<file path="config.mk">
export PLATFORM = sky130hd
export DESIGN_NAME = switch_scan_ctrl
export DESIGN_NICKNAME = d
export VERILOG_FILES = /design/src/rtl/switch_scan_ctrl_pkg.sv /design/src/rtl/switch_scan_ctrl_scan_tick_gen.sv /design/src/rtl/switch_scan_ctrl.sv
export SDC_FILE = /design/constraint.sdc
export NUM_CORES = 1
export LEC_CHECK = 0
export CORE_AREA = 5 5 160 162
export DETAILED_ROUTE_END_ITERATION = 10
export DIE_AREA = 0 0 165 167
export GPL_TIMING_DRIVEN = 0
export HOLD_SLACK_MARGIN = 0.05
export PLACE_DENSITY = 0.66
export SYNTH_ARGS = -nofsm -noshare
export SYNTH_HDL_FRONTEND = slang
export SYNTH_SLANG_ARGS = --single-unit
</file>
<file path="constraint.sdc">
create_clock -name clk -period 2.81 [get_ports clk]
set_clock_uncertainty 0.1 [all_clocks]
set_input_delay 0.281 -clock clk [delete_from_list [all_inputs] [get_ports clk]]
set_output_delay 0.281 -clock clk [all_outputs]
set_load 0.005 [all_outputs]
</file>
<file path="src/rtl/switch_scan_ctrl_pkg.sv">
// Shared constants for the DIP switch scan controller: register window map,
// ctrl/status bit positions and the default debounce period.
package switch_scan_ctrl_pkg;

  localparam int DEBOUNCE_CYCLES_DEF = 20000;

  localparam logic [2:0] ADDR_STABLE_LO = 3'd0;
  localparam logic [2:0] ADDR_STABLE_HI = 3'd1;
  localparam logic [2:0] ADDR_FLAGS_LO  = 3'd2;
  localparam logic [2:0] ADDR_FLAGS_HI  = 3'd3;
  localparam logic [2:0] ADDR_CTRL      = 3'd4;
  localparam logic [2:0] ADDR_STATUS    = 3'd5;
  localparam logic [2:0] ADDR_MASK_LO   = 3'd6;
  localparam logic [2:0] ADDR_MASK_HI   = 3'd7;

  localparam int CTRL_IE      = 0;
  localparam int CTRL_SCAN_EN = 1;

  localparam int STAT_TICK_SEEN = 0;
  localparam int STAT_SCAN_EN   = 1;
  localparam int STAT_PENDING   = 2;

endpackage

</file>
<file path="src/rtl/switch_scan_ctrl_scan_tick_gen.sv">
// Enable-gated wrapping counter that emits a one-cycle sample tick every
// DEBOUNCE_CYCLES enabled cycles; the count holds while disabled.
module scan_tick_gen
  import switch_scan_ctrl_pkg::*;
#(
  parameter int DEBOUNCE_CYCLES = DEBOUNCE_CYCLES_DEF,
  parameter int CNT_W           = 16
) (
  input  logic clk,
  input  logic reset,
  input  logic en,
  output logic tick
);

  localparam logic [CNT_W-1:0] LAST_COUNT = CNT_W'(DEBOUNCE_CYCLES - 1);
  localparam logic [CNT_W-1:0] ONE_COUNT  = CNT_W'(32'd1);

  logic [CNT_W-1:0] count_r;

  assign tick = en && (count_r == LAST_COUNT);

  // Tick counter: wraps on the tick, frozen while scanning is disabled.
  always_ff @(posedge clk) begin
    if (reset) begin
      count_r <= '0;
    end else if (tick) begin
      count_r <= '0;
    end else if (en) begin
      count_r <= count_r + ONE_COUNT;
    end else begin
      count_r <= count_r;
    end
  end

endmodule

</file>
<file path="src/rtl/switch_scan_ctrl.sv">
// DIP switch scan controller: tick-sampled two-sample debounce of 64 active-low
// switches, sticky change flags and a level IRQ. Optional SWITCH_SCAN_MASK_EN adds an IRQ mask.
module switch_scan_ctrl
  import switch_scan_ctrl_pkg::*;
#(
  parameter int DEBOUNCE_CYCLES = DEBOUNCE_CYCLES_DEF,
  parameter int CNT_W           = 16
) (
  input  logic        clk,
  input  logic        reset,
  input  logic [7:0]  dip_switch7,
  input  logic [7:0]  dip_switch6,
  input  logic [7:0]  dip_switch5,
  input  logic [7:0]  dip_switch4,
  input  logic [7:0]  dip_switch3,
  input  logic [7:0]  dip_switch2,
  input  logic [7:0]  dip_switch1,
  input  logic [7:0]  dip_switch0,
  input  logic [2:0]  Addr,
  input  logic        WE,
  input  logic [31:0] WD,
  output logic [31:0] RD,
  output logic        IRQ
);

  logic [63:0] sample_s;
  logic [63:0] prev_sample_r;
  logic [63:0] stable_r;
  logic [63:0] flags_r;
  logic [63:0] set_s;
  logic [63:0] clr_s;
  logic [63:0] flags_next_s;
  logic [63:0] mask_s;
  logic [1:0]  ctrl_r;
  logic [31:0] status_s;
  logic        tick_s;
  logic        settled_s;
  logic        pending_s;
  logic        tick_seen_r;
  logic        irq_r;

  scan_tick_gen #(
    .DEBOUNCE_CYCLES (DEBOUNCE_CYCLES),
    .CNT_W           (CNT_W)
  ) u_tick (
    .clk   (clk),
    .reset (reset),
    .en    (ctrl_r[CTRL_SCAN_EN]),
    .tick  (tick_s)
  );

  assign sample_s  = ~{dip_switch7, dip_switch6, dip_switch5, dip_switch4,
                       dip_switch3, dip_switch2, dip_switch1, dip_switch0};
  // Two identical consecutive tick samples count as settled.
  assign settled_s = tick_s && (sample_s == prev_sample_r);
  assign set_s     = settled_s ? (sample_s ^ stable_r) : 64'd0;

  // Write-1-to-clear mask for the flag halves.
  always_comb begin
    clr_s = 64'd0;
    if (WE && (Addr == ADDR_FLAGS_LO)) begin
      clr_s = {32'd0, WD};
    end else if (WE && (Addr == ADDR_FLAGS_HI)) begin
      clr_s = {WD, 32'd0};
    end else begin
      clr_s = 64'd0;
    end
  end

  assign flags_next_s = (flags_r & ~clr_s) | set_s;

`ifdef SWITCH_SCAN_MASK_EN
  logic [63:0] mask_r;

  // Interrupt mask register, enables every bit out of reset.
  always_ff @(posedge clk) begin
    if (reset) begin
      mask_r <= {64{1'b1}};
    end else if (WE && (Addr == ADDR_MASK_LO)) begin
      mask_r[31:0] <= WD;
    end else if (WE && (Addr == ADDR_MASK_HI)) begin
      mask_r[63:32] <= WD;
    end else begin
      mask_r <= mask_r;
    end
  end

  assign mask_s = mask_r;
`else
  assign mask_s = {64{1'b1}};
`endif

  assign pending_s = |(flags_r & mask_s);

  // Status word assembly.
  always_comb begin
    status_s                 = 32'd0;
    status_s[STAT_TICK_SEEN] = tick_seen_r;
    status_s[STAT_SCAN_EN]   = ctrl_r[CTRL_SCAN_EN];
    status_s[STAT_PENDING]   = pending_s;
  end

  // Register window read mux.
  always_comb begin
    RD = 32'd0;
    case (Addr)
      ADDR_STABLE_LO: RD = stable_r[31:0];
      ADDR_STABLE_HI: RD = stable_r[63:32];
      ADDR_FLAGS_LO:  RD = flags_r[31:0];
      ADDR_FLAGS_HI:  RD = flags_r[63:32];
      ADDR_CTRL:      RD = {30'd0, ctrl_r};
      ADDR_STATUS:    RD = status_s;
`ifdef SWITCH_SCAN_MASK_EN
      ADDR_MASK_LO:   RD = mask_s[31:0];
      ADDR_MASK_HI:   RD = mask_s[63:32];
`else
      ADDR_MASK_LO,
      ADDR_MASK_HI:   RD = 32'd0;
`endif
      default:        RD = 32'd0;
    endcase
  end

  // Debounce state, flags, control and the registered interrupt.
  always_ff @(posedge clk) begin
    if (reset) begin
      prev_sample_r <= 64'd0;
      stable_r      <= 64'd0;
      flags_r       <= 64'd0;
      ctrl_r        <= 2'b00;
      tick_seen_r   <= 1'b0;
      irq_r         <= 1'b0;
    end else begin
      if (tick_s) begin
        prev_sample_r <= sample_s;
      end
      if (settled_s) begin
        stable_r <= sample_s;
      end
      flags_r <= flags_next_s;
      if (WE && (Addr == ADDR_CTRL)) begin
        ctrl_r <= WD[1:0];
      end
      if (tick_s) begin
        tick_seen_r <= 1'b1;
      end else if (WE && (Addr == ADDR_STATUS)) begin
        tick_seen_r <= 1'b0;
      end
      irq_r <= ctrl_r[CTRL_IE] & pending_s;
    end
  end

  assign IRQ = irq_r;

endmodule

</file>
==> results.py <==
metrics = {
    "critical_path": {
        "crit_arrival_ns": 2.43,
        "path_max_fanout": 3,
        "required_ns": 2.43,
        "crit_slowest_cell": "nor4_4",
        "crit_path_cell_trace": "nor4_4 -> nand4_1 -> nor4_4 -> nor2_1 -> o21ai_1 -> nand2_1 -> clkbuf_2",
        "critical-path-top-delay-family": "simple AND/OR/NAND/NOR gates",
        "crit_type": "flip-flop to output port",
        "crit_path_start_kind": "flip-flop",
        "path_buf_inv": 1,
        "worstSetupEndpointType": "output port",
        "cpPeakStageDelay_ns": 0.44,
        "path_common_cell": "nor4_4",
    },
    "sta": {
        "rsz0062_at_grt": "yes",
        "setup_viol": 1,
        "hold_violations": 0,
        "tightest_slew_ns": 0.986,
        "slew_headroom_pct": 34.3,
        "postLayoutSetupSlackWorst_ns": -0.00582,
        "min_period_ns": 2.82,
        "fin_crit_sh_pct": 100,
        "slew_violations": 0,
        "fmax_ghz": 0.355,
    },
    "drt": {
        "drtAntennaViolNets": 0,
        "drc_errors": 0,
        "vias": 9321,
        "drtIter0Drc": 972,
        "routed_wl_mm": 38.0,
        "wl_per_cell_um": 24.0,
        "drt-vias-per-instance": 5.87,
        "dr.pass1.iters": 5,
    },
    "logic_synthesis": {
        "synth.distinct_cells": 40,
        "yosys_warnings": 0,
        "synthArstFlopShare_pct": 0,
        "synth-main-ff-cell": "dfxtp_1",
        "netlist_instances": 1084,
        "synth_seq_cells": 212,
        "netlist_area_mm2": 0.0106,
        "synth.area.top_cells": "dfxtp_1 (40%), mux4_2 (6.2%), xor2_1 (6.1%), o31ai_2 (5.8%), xnor2_1 (5.6%)",
        "synth_nets": 1187,
        "synth.yosys.seq_area_share_pct": 40.2,
        "synth_top_cell_area_share_pct": 40.2,
        "yosysTopAreaCell": "dfxtp_1",
        "synth_edf_count": 0,
        "synth_area_per_cell_um2": 9.75,
    },
    "pwr": {
        "leakagePower_nw": 4.66,
        "internal_power_mw": 5.25,
        "clkPwrFrac_pct": 47.8,
        "ir_drop_mv": 0.341,
        "pwr-share-seq_pct": 43.4,
        "power.switching_mw": 1.67,
        "p_per_area_mw_per_mm2": 518,
        "p_sw_share_pct": 24.1,
        "combPwrFrac_pct": 8.8,
    },
    "floorplanning": {
        "die-area_mm2": 0.0276,
        "ios": 135,
        "die_y_um": 167,
        "initial_core_util_pct": 44.1,
        "coreArea_mm2": 0.0240,
        "num_rows": 57,
        "die_width_um": 165,
    },
    "global_route": {
        "grt_antenna_before_repair": 0,
        "grt_pass1_wl_mm": 56.1,
        "grt_pass1_vias": 9109,
        "grt_max_degree": 14,
        "groute.usage.overall_pct": 26.8,
        "gr-total-overflow": 0,
    },
    "clock_tree": {
        "cts_hold_buf": 0,
        "root_buffer": "clkbuf_16",
        "cts_max_level": 1,
        "cts_tree": "done",
        "clkLatencyLatePin_ns": 0.52,
        "clockBufferDepth": 3,
        "cts_inserted_buffers": 24,
        "cts.clk_slew.worst_paths_ns": 0.06,
        "clkSinkCount": 212,
    },
    "finish": {
        "antenna_cells": 0,
        "fin_util_pct": 55.7,
        "drive_gt1_share_pct": 15.0,
        "fin_cells": 1587,
        "syn2layout_area_growth_pct": 26.3,
        "finalNetCount": 1348,
    },
    "placement": {
        "gp_congestion": 0.958,
        "port-buffer-count": 133,
        "dp_cells": 1541,
        "hpwl_mm": 27.8,
        "pre_cts_ws_ns": -0.844,
    },
    "outcome": {
        "status": "finished with violations",
        "violations": "negative setup slack",
    },
    "run": {
        "max_cap_violations": 0,
    },
    "min_path": {
        "min_path_type": "input port to flip-flop",
    },
}
registers in the layout, summed over array words and instances (netlist names):
name	count
IRQ	1
ctrl_r	2
flags_r	64
prev_sample_r	64
stable_r	64
tick_seen_r	1
u_tick.count_r	16
routing by layer:
metal | share of wire [%] | track usage, % | up-vias
met5 | 0 | 0 | -
met4 | 4.2 | 10.1 | 0
met3 | 8.8 | 5.73 | 86
met2 | 45 | 43.1 | 445
met1 | 41 | 35.4 | 4508
li1 | - | - | 4282
repair_timing:
| action | CTS | global route |
|---|---|---|
| gates cloned | 0 | 0 |
| endpoints found under the setup margin | 32 | 90 |
| gates resized for setup | 55 | 9 |
| pin swaps | 7 | 6 |
| buffers inserted | 1 | 1 |
worst register-to-register path: stages (launching register included):
cell     delay, ns
dfxtp_1       0.39
ha_1          0.20
nand4_1       0.14
nor2_1        0.30
nand4_1       0.13
buf_4         0.19
nor2_1        0.16
buf_2         0.28
buf_2         0.34
a31oi_1       0.14
o21a_1        0.15
worst paths after layout:
kind	from	endpoint	slack (ns)	depth (start not counted)
hold / removal	WD[5]	flags_r[5]	0.31	4
hold reg to reg	tick_seen_r	tick_seen_r	0.36	2
setup / recovery	flags_r[43]	RD[2]	-0.006	7
setup reg to reg	u_tick.count_r[0]	stable_r[46]	0.19	10
cell type report:
| type | instances | area (µm²) |
|---|---|---|
| plain buffers | 93 | 483 |
| flip-flops and latches | 212 | 4250 |
| repair buffers | 135 | 1340 |
| clock inverters | 10 | 104 |
| multi-input cells | 776 | 6010 |
| clock buffers | 34 | 729 |
| inverters | 3 | 11.3 |
| fillers | 2189 | 10600 |
| well taps | 324 | 405 |
synth_stat cells (all sizes together), types with 3 or more instances:
cell type and number:
a211oi 65, a21oi 8, a31oi 63, buf 44
clkbuf 49, dfxtp 212, inv 3, mux2i 6
mux4 29, nand2 74, nand3 3, nand3b 64
nand4 16, nor2 90, nor2b 31, nor4 35
o21a 63, o21ai 3, o31ai 65, xnor2 68
xor2 73
logic make-up after synthesis:
group / after synthesis / share of synthesized area, %
flip-flops: 212 / 40.2
buffers and inverters: 96 / 4.17
adder cells (fa/ha/maj): 1 / 0.118
AND/OR/NAND/NOR: 328 / 16.5
AO/OA/AOI/OAI: 271 / 20.6
multiplexers: 35 / 6.75
XOR/XNOR: 141 / 11.7
layout by cell type (no fill, tap or decap), types with 4 or more instances in the layout:
cell             count
a211oi_1            65
a21oi_1              8
a31oi_1             63
buf_1                4
buf_2               30
buf_4                5
buf_6                7
clkbuf_1            44
clkbuf_16           25
clkbuf_2             4
clkbuf_8             8
clkdlybuf4s50_1    131
clkinv_2             7
dfxtp_1            207
dfxtp_2              4
mux2i_1              6
mux4_2              29
nand2_1             74
nand3b_1            64
nand4_1             16
nor2_1              90
nor2b_1             30
nor4_1              23
nor4_2               5
nor4_4               7
o21a_1              63
o31ai_1             16
o31ai_2             49
xnor2_1             68
xor2_1              73
power groups by stage:
stage / clock network (mW) / logic (mW) / registers (mW)
CTS: 3.30 / 0.600 / 3.01
floorplan: 0 / 0.243 / 3.07
global placement: 0 / 0.588 / 3.07
global route: 3.44 / 0.633 / 3.00
finish: 3.31 / 0.606 / 3.01
detailed placement: 0 / 0.589 / 3.07
metrics by stage:
step | hold slack, ns | TNS [ns] | cell area [µm²] | total power, mW
CTS | 0.307 | -0.0193 | 13300 | 6.91
finish | 0.309 | -0.00582 | 13300 | 6.92
global route | 0.344 | -0.0553 | 13300 | 7.08
floorplan | 0.277 | 0 | 10600 | 3.32
detailed placement | 0.359 | -29.33 | 12300 | 3.66
global placement | 0.349 | -28.69 | 12300 | 3.66
(Power assumes the default switching activity.)
